--- config.mk ---
export PLATFORM = sky130hd
export DESIGN_NAME = bcd_timer_mux
export DESIGN_NICKNAME = d
export VERILOG_FILES = /design/src/rtl/bcd_timer_mux.sv
export SDC_FILE = /design/constraint.sdc
export NUM_CORES = 1
export LEC_CHECK = 0
export BUFFER_PORTS_ARGS = -buffer_cell sky130_fd_sc_hd__buf_2
export CORE_ASPECT_RATIO = 1.2
export CORE_MARGIN = 2
export CORE_UTILIZATION = 35
export CTS_BUF_LIST = sky130_fd_sc_hd__clkbuf_8
export CTS_CLUSTER_DIAMETER = 80
export DETAILED_ROUTE_END_ITERATION = 10
export MAX_ROUTING_LAYER = met4
export PLACE_DENSITY = 0.52
export SLEW_MARGIN = 10
export SYNTH_ARGS = -nofsm -noshare
export SYNTH_HDL_FRONTEND = slang
export SYNTH_SLANG_ARGS = --single-unit
--- constraint.sdc ---
create_clock -name clk -period 6.4 [get_ports clk]
set_input_delay 1.28 -clock clk [delete_from_list [all_inputs] [get_ports clk]]
set_output_delay 1.28 -clock clk [all_outputs]
set_load 0.1 [all_outputs]
--- src/rtl/bcd_timer_mux.sv ---
// rtl/bcd_timer_mux.sv - BCD up/down timer with preset/reload and multiplexed 7-segment scan
module bcd_timer_mux #(
    parameter int                  DIGITS      = 3,
    parameter int                  TICK_EXP    = 21,
    parameter int                  SCAN_EXP    = 17,
    parameter logic [4*DIGITS-1:0] RESET_VALUE = 'h123,
    parameter bit                  AUTO_RELOAD = 1'b1
) (
    input  logic                  clk,
    input  logic                  reset,
    input  logic                  enable,
    input  logic                  up_dn,
    input  logic                  load,
    input  logic [4*DIGITS-1:0]   preset,
    input  logic                  blank_lz,
    output logic [4*DIGITS-1:0]   count_bcd,
    output logic                  carry,
    output logic [2:0]            seg7_sel,
    output logic [6:0]            seg7_out,
    output logic                  dpt_out,
    output logic                  led_com
);
    localparam int W = 4 * DIGITS;

    logic [TICK_EXP-1:0] tick_cnt;
    logic [SCAN_EXP-1:0] scan_cnt;
    logic                tick;
    logic                scan;
    logic [W-1:0]        reload_q;
    logic [W-1:0]        preset_clean;
    logic [W-1:0]        step_value;
    logic [W-1:0]        next_count;
    logic                chain;
    logic                at_terminal;
    logic [2:0]          idx;
    logic [3:0]          digit;
    logic                upper_nz;
    logic                blank;

    assign tick    = &tick_cnt;
    assign scan    = &scan_cnt;
    assign dpt_out = 1'b0;
    assign led_com = 1'b1;

    always_comb begin
        preset_clean = preset;
        for (int i = 0; i < DIGITS; i++) begin
            if (preset[4*i +: 4] > 4'd9) preset_clean[4*i +: 4] = 4'd0;
        end
    end

    // Ripple the carry/borrow through the digits; a chain surviving past the top digit means terminal count.
    always_comb begin
        step_value = count_bcd;
        chain      = 1'b1;
        for (int i = 0; i < DIGITS; i++) begin
            if (chain) begin
                if (up_dn) begin
                    if (count_bcd[4*i +: 4] == 4'd9) begin
                        step_value[4*i +: 4] = 4'd0;
                    end else begin
                        step_value[4*i +: 4] = count_bcd[4*i +: 4] + 4'd1;
                        chain = 1'b0;
                    end
                end else begin
                    if (count_bcd[4*i +: 4] == 4'd0) begin
                        step_value[4*i +: 4] = 4'd9;
                    end else begin
                        step_value[4*i +: 4] = count_bcd[4*i +: 4] - 4'd1;
                        chain = 1'b0;
                    end
                end
            end
        end
        at_terminal = chain;
        if (!at_terminal)     next_count = step_value;
        else if (!AUTO_RELOAD) next_count = count_bcd;
        else if (up_dn)        next_count = '0;
        else                   next_count = reload_q;
    end

    always_ff @(posedge clk or negedge reset) begin
        if (!reset) begin
            tick_cnt  <= '0;
            scan_cnt  <= '0;
            count_bcd <= RESET_VALUE;
            reload_q  <= RESET_VALUE;
            carry     <= 1'b0;
            seg7_sel  <= 3'd5;
        end else begin
            tick_cnt <= tick_cnt + TICK_EXP'(1);
            scan_cnt <= scan_cnt + SCAN_EXP'(1);
            carry    <= 1'b0;
            if (load) begin
                count_bcd <= preset_clean;
                reload_q  <= preset_clean;
            end else if (tick && enable) begin
                count_bcd <= next_count;
                carry     <= at_terminal;
            end
            if (scan) begin
                seg7_sel <= (seg7_sel == 3'(6 - DIGITS)) ? 3'd5 : seg7_sel - 3'd1;
            end
        end
    end

    // Digit shown is 5-sel; blanked when it and every digit above it are zero, except digit 0.
    always_comb begin
        idx      = 3'd5 - seg7_sel;
        digit    = 4'd0;
        upper_nz = 1'b0;
        for (int i = 0; i < DIGITS; i++) begin
            if (idx == 3'(i)) digit = count_bcd[4*i +: 4];
            if (3'(i) >= idx && count_bcd[4*i +: 4] != 4'd0) upper_nz = 1'b1;
        end
        blank = (blank_lz && idx != 3'd0 && !upper_nz) || (int'(idx) >= DIGITS);
        case (digit)
            4'd0:    seg7_out = 7'b1111110;
            4'd1:    seg7_out = 7'b0110000;
            4'd2:    seg7_out = 7'b1101101;
            4'd3:    seg7_out = 7'b1111001;
            4'd4:    seg7_out = 7'b0110011;
            4'd5:    seg7_out = 7'b1011011;
            4'd6:    seg7_out = 7'b1011111;
            4'd7:    seg7_out = 7'b1110000;
            4'd8:    seg7_out = 7'b1111111;
            4'd9:    seg7_out = 7'b1111011;
            default: seg7_out = 7'b0000000;
        endcase
        if (blank) seg7_out = 7'b0000000;
    end
endmodule

==> results.ini, run 1 <==
[logic_synthesis]
synth.cell_area_sq_mm=0.00398
yosys_warnings=0
yosysTopAreaCell=dfrtp_1
synth_top_flop_cell=dfrtp_1
netlist_instances=433
synth_area_leaders=dfrtp_1, dfstp_2, xnor2_1
synth_area_per_cell_sq_um=9.19
async_flop_share_pct=100
ys_seq_elements=66
synth_edf_count=0
yosysSeqAreaShare_pct=41.8
synthDistinctLibCells=68
synth_top_area_share_pct=35.2
synthesis.nets=461

[clocking]
clock_latency_ps=350
numCtsBuffers=9
htreeDepth=3
cts.hold.buffers_added=0
cts_tree=built
cts_root_buffer=clkbuf_8
cts.repair.resized=0
cts_buffer_depth=2
clk_pin_slew_ps=70
clkSinkCount=66
postCtsSetupBuffers=0

[sta]
hold_viol_final=0
fin_crit_ps=4580
setup_viol=0
fin_skew_ps=14.0
slew_headroom_pct=43.8
rsz0062_at_grt=false
tightestPinTransition_ps=844
min_period_over_period_pct=71.6
fmax_mhz=218
slew_viol_final=0
tns_ps=0

[final_layout]
finalNetCount=482
syn2layout_area_growth_pct=9.93
final_core_util_pct=39.6
layout-drive-gt1-share_pct=16.8
layout_common_cells=dfrtp_1, buf_2, nand2_1
layout_commonest_cell=dfrtp_1
diodes=0

[global_routing]
grt.total_usage_pct=15.8
grt_max_degree=67
grt_pass1_wl_mm=14.8
gr-total-overflow=0
grt_pass1_vias=2975
antenna_found_initial=0

[route]
drc_errors=0
drt_pass1_iterations=5
vias=3238
drt_wl_total_mm=8.88
via_per_inst=5.48
routedWlPerCell_microns=15.0
final_antenna_net_count=0
drtIter0Drc=221

[placed_design]
globalplace.congestion=0.777
detailed_place_hpwl_mm=6.07
port_buffers=40

[pwr]
p_leak_nw=1.96
power.density_mw_per_mm2=215
peakVddDrop_v=0.0000956

[setup_path]
worstPathMaxFanout=12
start_kind=flip-flop
crit_family=buffers and inverters
worst-path-buf-inv=3
crit_slowest_cell=dfrtp_1
path_cells=inv_1 -> ha_1 -> nand3b_1 -> o21ai_0 -> inv_1 -> ha_1 -> mux2_1 -> a21oi_1 -> buf_2
endpoint_kind=primary output
worstPathRequired_ps=5120
cp.arrival_ps=3300
worstRegToRegCells=6
max_stage_delay_ps=560
crit_type=reg -> out
worstSetupPathDepth=9

[outcome]
status=finished, final reports clean

[floorplanning]
initial_core_util_pct=36.1
die_x_microns=101
dieArea_sq_mm=0.0122
die_h_microns=121
io_pins=43
core_region_area_sq_mm=0.0110
row_count=42

[flow_run]
cap_violations=0

[hold_path]
hold_path_depth=1
hold_path.class=reg -> reg

final timing paths:
check	startpoint	slack, ps	to
hold reg to reg	scan_cnt[6]	460	scan_cnt[6]
max in group asynchronous	reset	4730	scan_cnt[6]
min in group asynchronous	reset	1120	tick_cnt[3]
setup reg to reg	tick_cnt[0]	4050	count_bcd[10]
setup / recovery	seg7_sel[1]	1820	seg7_out[3]
hold / removal	scan_cnt[6]	460	scan_cnt[6]
layout make-up:
type	instances	area, sq um
Inverter	24	90.1
Fill cell	1133	6660
Sequential cell	66	1660
Clock buffer	10	138
Tap cell	132	165
Timing Repair Buffer	41	208
Clock inverter	6	28.8
Multi-Input combinational cell	312	2080
report_power, final:
group | internal, mW | switching, mW
registers | 0.434 | 0.0345
logic | 0.0487 | 0.121
clock network | 0.146 | 0.158
through the flow:
stage                     power [mW]  instances  hold WS [ps]  setup slack [ps]  instance area (sq um)
after floorplan                0.607        433           434               806                   3980
after global placement         0.645        575           453              2290                   4210
after detailed placement       0.647        575           454              2190                   4210
after CTS                      0.956        591           467              1790                   4380
after global routing           0.995        591           487              1580                   4380
final                          0.943        591           459              1820                   4380
cell usage after synthesis, types with 9 or more instances:
master / n
clkbuf_1: 21
ha_1: 10
dfrtp_1: 56
inv_1: 24
a21oi_1: 18
nand3_1: 22
xor2_1: 9
xnor2_1: 27
o21ai_0: 20
nand2_1: 35
nor2_1: 27
o31ai_1: 9
a31oi_1: 11
dfstp_2: 10
sequential cells by signal, indices dropped and copies added, names as in the netlist:
register and count:
carry 1, count_bcd 12, reload_q 12, scan_cnt 17, seg7_sel 3, tick_cnt 21
routing by layer:
metal / vias up / GRT usage [%] / routed length (microns)
met5: - / - / 0
met4: 0 / 5.66 / 112
met3: 8 / 3.64 / 341
met2: 62 / 23.6 / 4100
met1: 1580 / 21.0 / 4330
li1: 1588 / - / -
cell families after synthesis:
kind of cell | after synthesis | synth area share [%]
other cells | 2 | 0.189
fa+ha+maj | 10 | 3.14
buf+inv | 55 | 5.88
xor+xnor | 36 | 7.92
simple gates | 147 | 19.4
mux | 9 | 2.64
flops | 66 | 41.8
compound gates | 108 | 19.0
(Power assumes the default switching activity.)
==> run 2, diff against run 1 <==
- clock period: 6.4 -> 4.7 ns (I/O delays scaled with it)
==> run 2 against run 1 <==
Net effect: critical path depth did not move; setup slack worse by 1400 ps; first-iteration DRC count fell by 19%; sequential power up 36%; clock power rose by 58%; sequential share of layout area decreased by 0.40 points; via count increased by 0.19%; core utilization increased by 0.42 points; total power increased by 43%; largest cell class unchanged; highest routed layer unchanged.
==> results.ini, run 2 (same netlist as run 1, synthesis figures left out) <==
[clocking]
cts_tree=built
cts_root_buffer=clkbuf_8
postCtsSetupBuffers=0
clk_pin_slew_ps=70
clkSinkCount=66
cts.hold.buffers_added=0
cts_buffer_depth=2
htreeDepth=3
numCtsBuffers=9
cts.repair.resized=0
clock_latency_ps=340

[global_routing]
antenna_found_initial=0
grt_max_degree=43
grt_pass1_vias=3120
grt_pass1_wl_mm=15.3
gr-total-overflow=0
grt.total_usage_pct=16.0

[setup_path]
timing.rr.end=count_bcd[10]
worstRegToRegCells=6
crit_slowest_cell=dfrtp_1
endpoint_kind=primary output
crit_end=seg7_out[3]
worstSetupPathDepth=9
path_cells=inv_1 -> ha_1 -> nand2b_1 -> a2bb2oi_1 -> inv_1 -> ha_1 -> mux2_1 -> a21oi_2 -> buf_2
worstReg2RegStart=tick_cnt[0]
worstPathMaxFanout=12
worst-path-buf-inv=3
critical_path.startpoint=seg7_sel[1]
max_stage_delay_ps=570
crit_type=reg -> out
crit_family=buffers and inverters
cp.arrival_ps=3330
r2r_slack_ps=2430
worstPathRequired_ps=3760
start_kind=flip-flop

[sta]
fin_skew_ps=11.0
hold_viol_final=0
fin_crit_ps=4270
setup_viol=0
whs_ps=461
rsz0062_at_grt=false
tightestPinTransition_ps=943
fmax_mhz=234
min_period_over_period_pct=91.0
slew_viol_final=0
slew_headroom_pct=37.1

[final_layout]
finalNetCount=482
layout-drive-gt1-share_pct=17.9
top_register=tick_cnt
final_core_util_pct=40.1
largest_reg_flops=21
top_regs=tick_cnt x21, scan_cnt x17
design_area_sq_mm=0.00442
layout_common_cells=dfrtp_1, buf_2, nand2_1
syn2layout_area_growth_pct=11.1
final_cells=591
layout_commonest_cell=dfrtp_1
diodes=0

[pwr]
p_int_uw=926
p_leak_nw=1.97
sw_frac_of_total_pct=31.3
power_frac_seq_pct=47.4
p_switching_uw=422
peakVddDrop_v=0.000184
power.density_mw_per_mm2=305
power_frac_clock_pct=35.5
power_frac_comb_pct=17.1
power_mw=1.35

[placed_design]
postPlaceCellArea_sq_mm=0.00422
globalplace.congestion=0.762
port_buffers=40
detailed_place_hpwl_mm=6.17
dp.cells=575

[route]
drt_pass1_iterations=4
final_antenna_net_count=0
drt_wl_total_mm=8.83
via_per_inst=5.49
vias=3244
drtIter0Drc=180
drc_errors=0
routedWlPerCell_microns=14.9

[floorplanning]
io_pins=43
dieArea_sq_mm=0.0122
core_region_area_sq_mm=0.0110
row_count=42
die_h_microns=121
initial_core_util_pct=36.1
die_x_microns=101

[hold_path]
hold_path.class=reg -> reg

[outcome]
status=finished, final reports clean

[flow_run]
cap_violations=0

==> run 2: worst min-delay path by stage <==
stage                            from          end  depth (start not counted)
after floorplan           scan_cnt[5]  scan_cnt[5]                          1
after global placement    scan_cnt[5]  scan_cnt[5]                          1
after detailed placement  scan_cnt[5]  scan_cnt[5]                          1
after CTS                 scan_cnt[5]  scan_cnt[5]                          1
after global routing      scan_cnt[5]  scan_cnt[5]                          1
final                     scan_cnt[5]  scan_cnt[5]                          1
==> run 2: power groups by stage <==
stage / registers, mW / logic, mW / clock network, mW
final: 0.639 / 0.231 / 0.479
after global placement: 0.648 / 0.230 / 0
after floorplan: 0.695 / 0.132 / 0
after detailed placement: 0.648 / 0.232 / 0
after global routing: 0.645 / 0.253 / 0.521
after CTS: 0.638 / 0.233 / 0.496
==> run 2: metal layers <==
metal | global-route usage [%] | vias to the layer above | routed length [microns]
li1 | - | 1592 | -
met1 | 20.9 | 1576 | 4240
met2 | 24.2 | 63 | 4080
met3 | 3.58 | 13 | 362
met4 | 6.08 | 0 | 155
met5 | - | - | 0
==> run 2: per-stage QoR <==
step | TNS (ps) | worst slack, ps
6_report | 0 | 425
5_1_grt | 0 | 272
4_1_cts | 0 | 435
3_5_place_dp | 0 | 824
3_3_place_gp | 0 | 924
2_1_floorplan | -1090 | -367
==> run 2: layout make-up <==
cell class | count | area [sq um]
fill | 1101 | 6610
multi-input combinational | 312 | 2100
sequential | 66 | 1660
timing repair buffer | 41 | 208
tap | 132 | 165
clock buffer | 11 | 151
inverter | 24 | 90.1
clock inverter | 5 | 47.5
==> run 2: worst register-to-register path, delay by kind of cell, from the launching register on <==
kind / cells / cell delay (ps)
flops: 1 / 430
compound gates: 2 / 290
simple gates: 3 / 1120
fa+ha+maj: 1 / 290
==> run 3, diff against run 2 <==
- PLACE_DENSITY: 0.52 -> 0.63
- SETUP_SLACK_MARGIN: unset -> 0.4
==> run 3 against run 2 <==
Net effect: count of clock-buffer cells in the layout did not move; first-iteration DRC count is 11% lower; non-clock buffer count grew 1; core utilization is 1.2 points higher; combinational power barely moved; fmax grew 5.2%; global-route usage about the same; sequential share of layout area is 1.1 points lower; highest routed layer unchanged.
==> results.ini, run 3 (same netlist as run 1, synthesis figures left out) <==
[floorplanning]
row_count=42
io_pins=43
dieArea_sq_mm=0.0122
die_x_microns=101
core_region_area_sq_mm=0.0110
initial_core_util_pct=36.1
die_h_microns=121

[placed_design]
dp.cells=576
detailed_place_hpwl_mm=6.15
port_buffers=40
globalplace.congestion=0.775
postPlaceCellArea_sq_mm=0.00429

[global_routing]
gr-total-overflow=0
grt_max_degree=49
grt_pass1_vias=3174
grt_pass1_wl_mm=15.3
antenna_found_initial=0
grt.total_usage_pct=16.0

[route]
via_per_inst=5.43
drt_pass1_iterations=4
final_antenna_net_count=0
drt_wl_total_mm=8.76
drc_errors=0
drtIter0Drc=160
vias=3217
routedWlPerCell_microns=14.8

[hold_path]
worstHoldEndpoint=scan_cnt[5]
hold_path_depth=1
min_from=scan_cnt[5]
hold_path.class=reg -> reg

[clocking]
numCtsBuffers=9
cts_tree=built
htreeDepth=3
clkSinkCount=66
clock_latency_ps=350
cts_buffer_depth=2
cts_root_buffer=clkbuf_8
cts.hold.buffers_added=0
clk_pin_slew_ps=60

[sta]
slew_viol_final=0
tns_ps=0
tightestPinTransition_ps=736
rsz0062_at_grt=false
fin_crit_ps=4060
setup_viol=0
fmax_mhz=246
slew_headroom_pct=50.9
min_period_over_period_pct=86.4
fin_skew_ps=12.1
hold_viol_final=0

[pwr]
peakVddDrop_v=0.000181
power.density_mw_per_mm2=322
p_leak_nw=2.00

[final_layout]
top_regs=tick_cnt x21, scan_cnt x17
finalNetCount=483
fill_cells=1103
largest_reg_flops=21
layout_common_cells=dfrtp_1, buf_2, nand2_1
layout-drive-gt1-share_pct=19.6
syn2layout_area_growth_pct=14.4
diodes=0
top_register=tick_cnt
layout_commonest_cell=dfrtp_1
design_area_sq_mm=0.00455
final_cells=592

[setup_path]
worstRegToRegCells=5
worstPathMaxFanout=12
worstPathRequired_ps=3760
start_kind=flip-flop
worstReg2RegStart=count_bcd[4]
cp.arrival_ps=3120
crit_type=reg -> out
endpoint_kind=primary output
timing.rr.end=count_bcd[2]
r2r_slack_ps=2420

[outcome]
status=finished, final reports clean

[flow_run]
cap_violations=0

==> run 3: changes by cell type in the layout (fill, tap and decap cells not counted), sizes merged <==
cell | previous run | this run
clkinvlp | 0 | 1
buf | 41 | 42
bufinv | 1 | 3
inv | 26 | 25
clkinv | 2 | 0
==> run 3: layout make-up <==
cell class                 instances  area (sq um)  share of cell area, %
clock buffer                      11           151                   3.32
clock inverter                     5           101                   2.23
inverter                          24          90.1                   1.98
multi-input combinational        312          2160                   47.5
sequential                        66          1670                   36.6
tap                              132           165                   3.63
timing repair buffer              42           218                   4.78
==> run 3: power breakdown <==
part / switching, mW / internal, mW / total [mW]
combinational: 0.165 / 0.0668 / 0.231
clock: 0.216 / 0.380 / 0.595
sequential: 0.0471 / 0.592 / 0.639
==> run 3: per-layer routing <==
layer	track usage (%)	routed length, microns
met1	20.8	4150
met5	-	0
met3	3.06	349
met2	25.0	4170
met4	5.32	89
==> run 3: worst max-delay path, stage by stage (launching register included) <==
cell	delay [ps]
dfrtp_2	480
inv_1	120
ha_1	330
nand2b_1	220
o2bb2ai_1	210
o21ai_1	170
ha_1	340
mux2_1	340
a21oi_4	140
buf_2	430
==> run 3: what timing repair did <==
action                                  in CTS  in global routing
endpoints found under the setup margin       0                  2
buffers inserted                             0                  0
resized for setup                            0                  2
==> run 3: worst max path at each step <==
stage	depth (start not counted)	from	endpoint
6_report	9	seg7_sel[1]	seg7_out[3]
5_1_grt	9	seg7_sel[1]	seg7_out[3]
3_5_place_dp	9	seg7_sel[1]	seg7_out[3]
4_1_cts	9	seg7_sel[1]	seg7_out[3]
3_3_place_gp	9	seg7_sel[1]	seg7_out[3]
2_1_floorplan	8	seg7_sel[1]	seg7_out[4]
==> run 3: per-stage QoR <==
stage                     total power [mW]  hold slack, ps  utilization [%]  setup slack [ps]
final                                 1.47             465             41.3               638
after global routing                  1.54             488             41.3               426
after CTS                             1.48             465             41.2               510
after detailed placement             0.880             452             38.9               896
after global placement               0.876             450             38.9              1010
after floorplan                      0.827             434                -               509
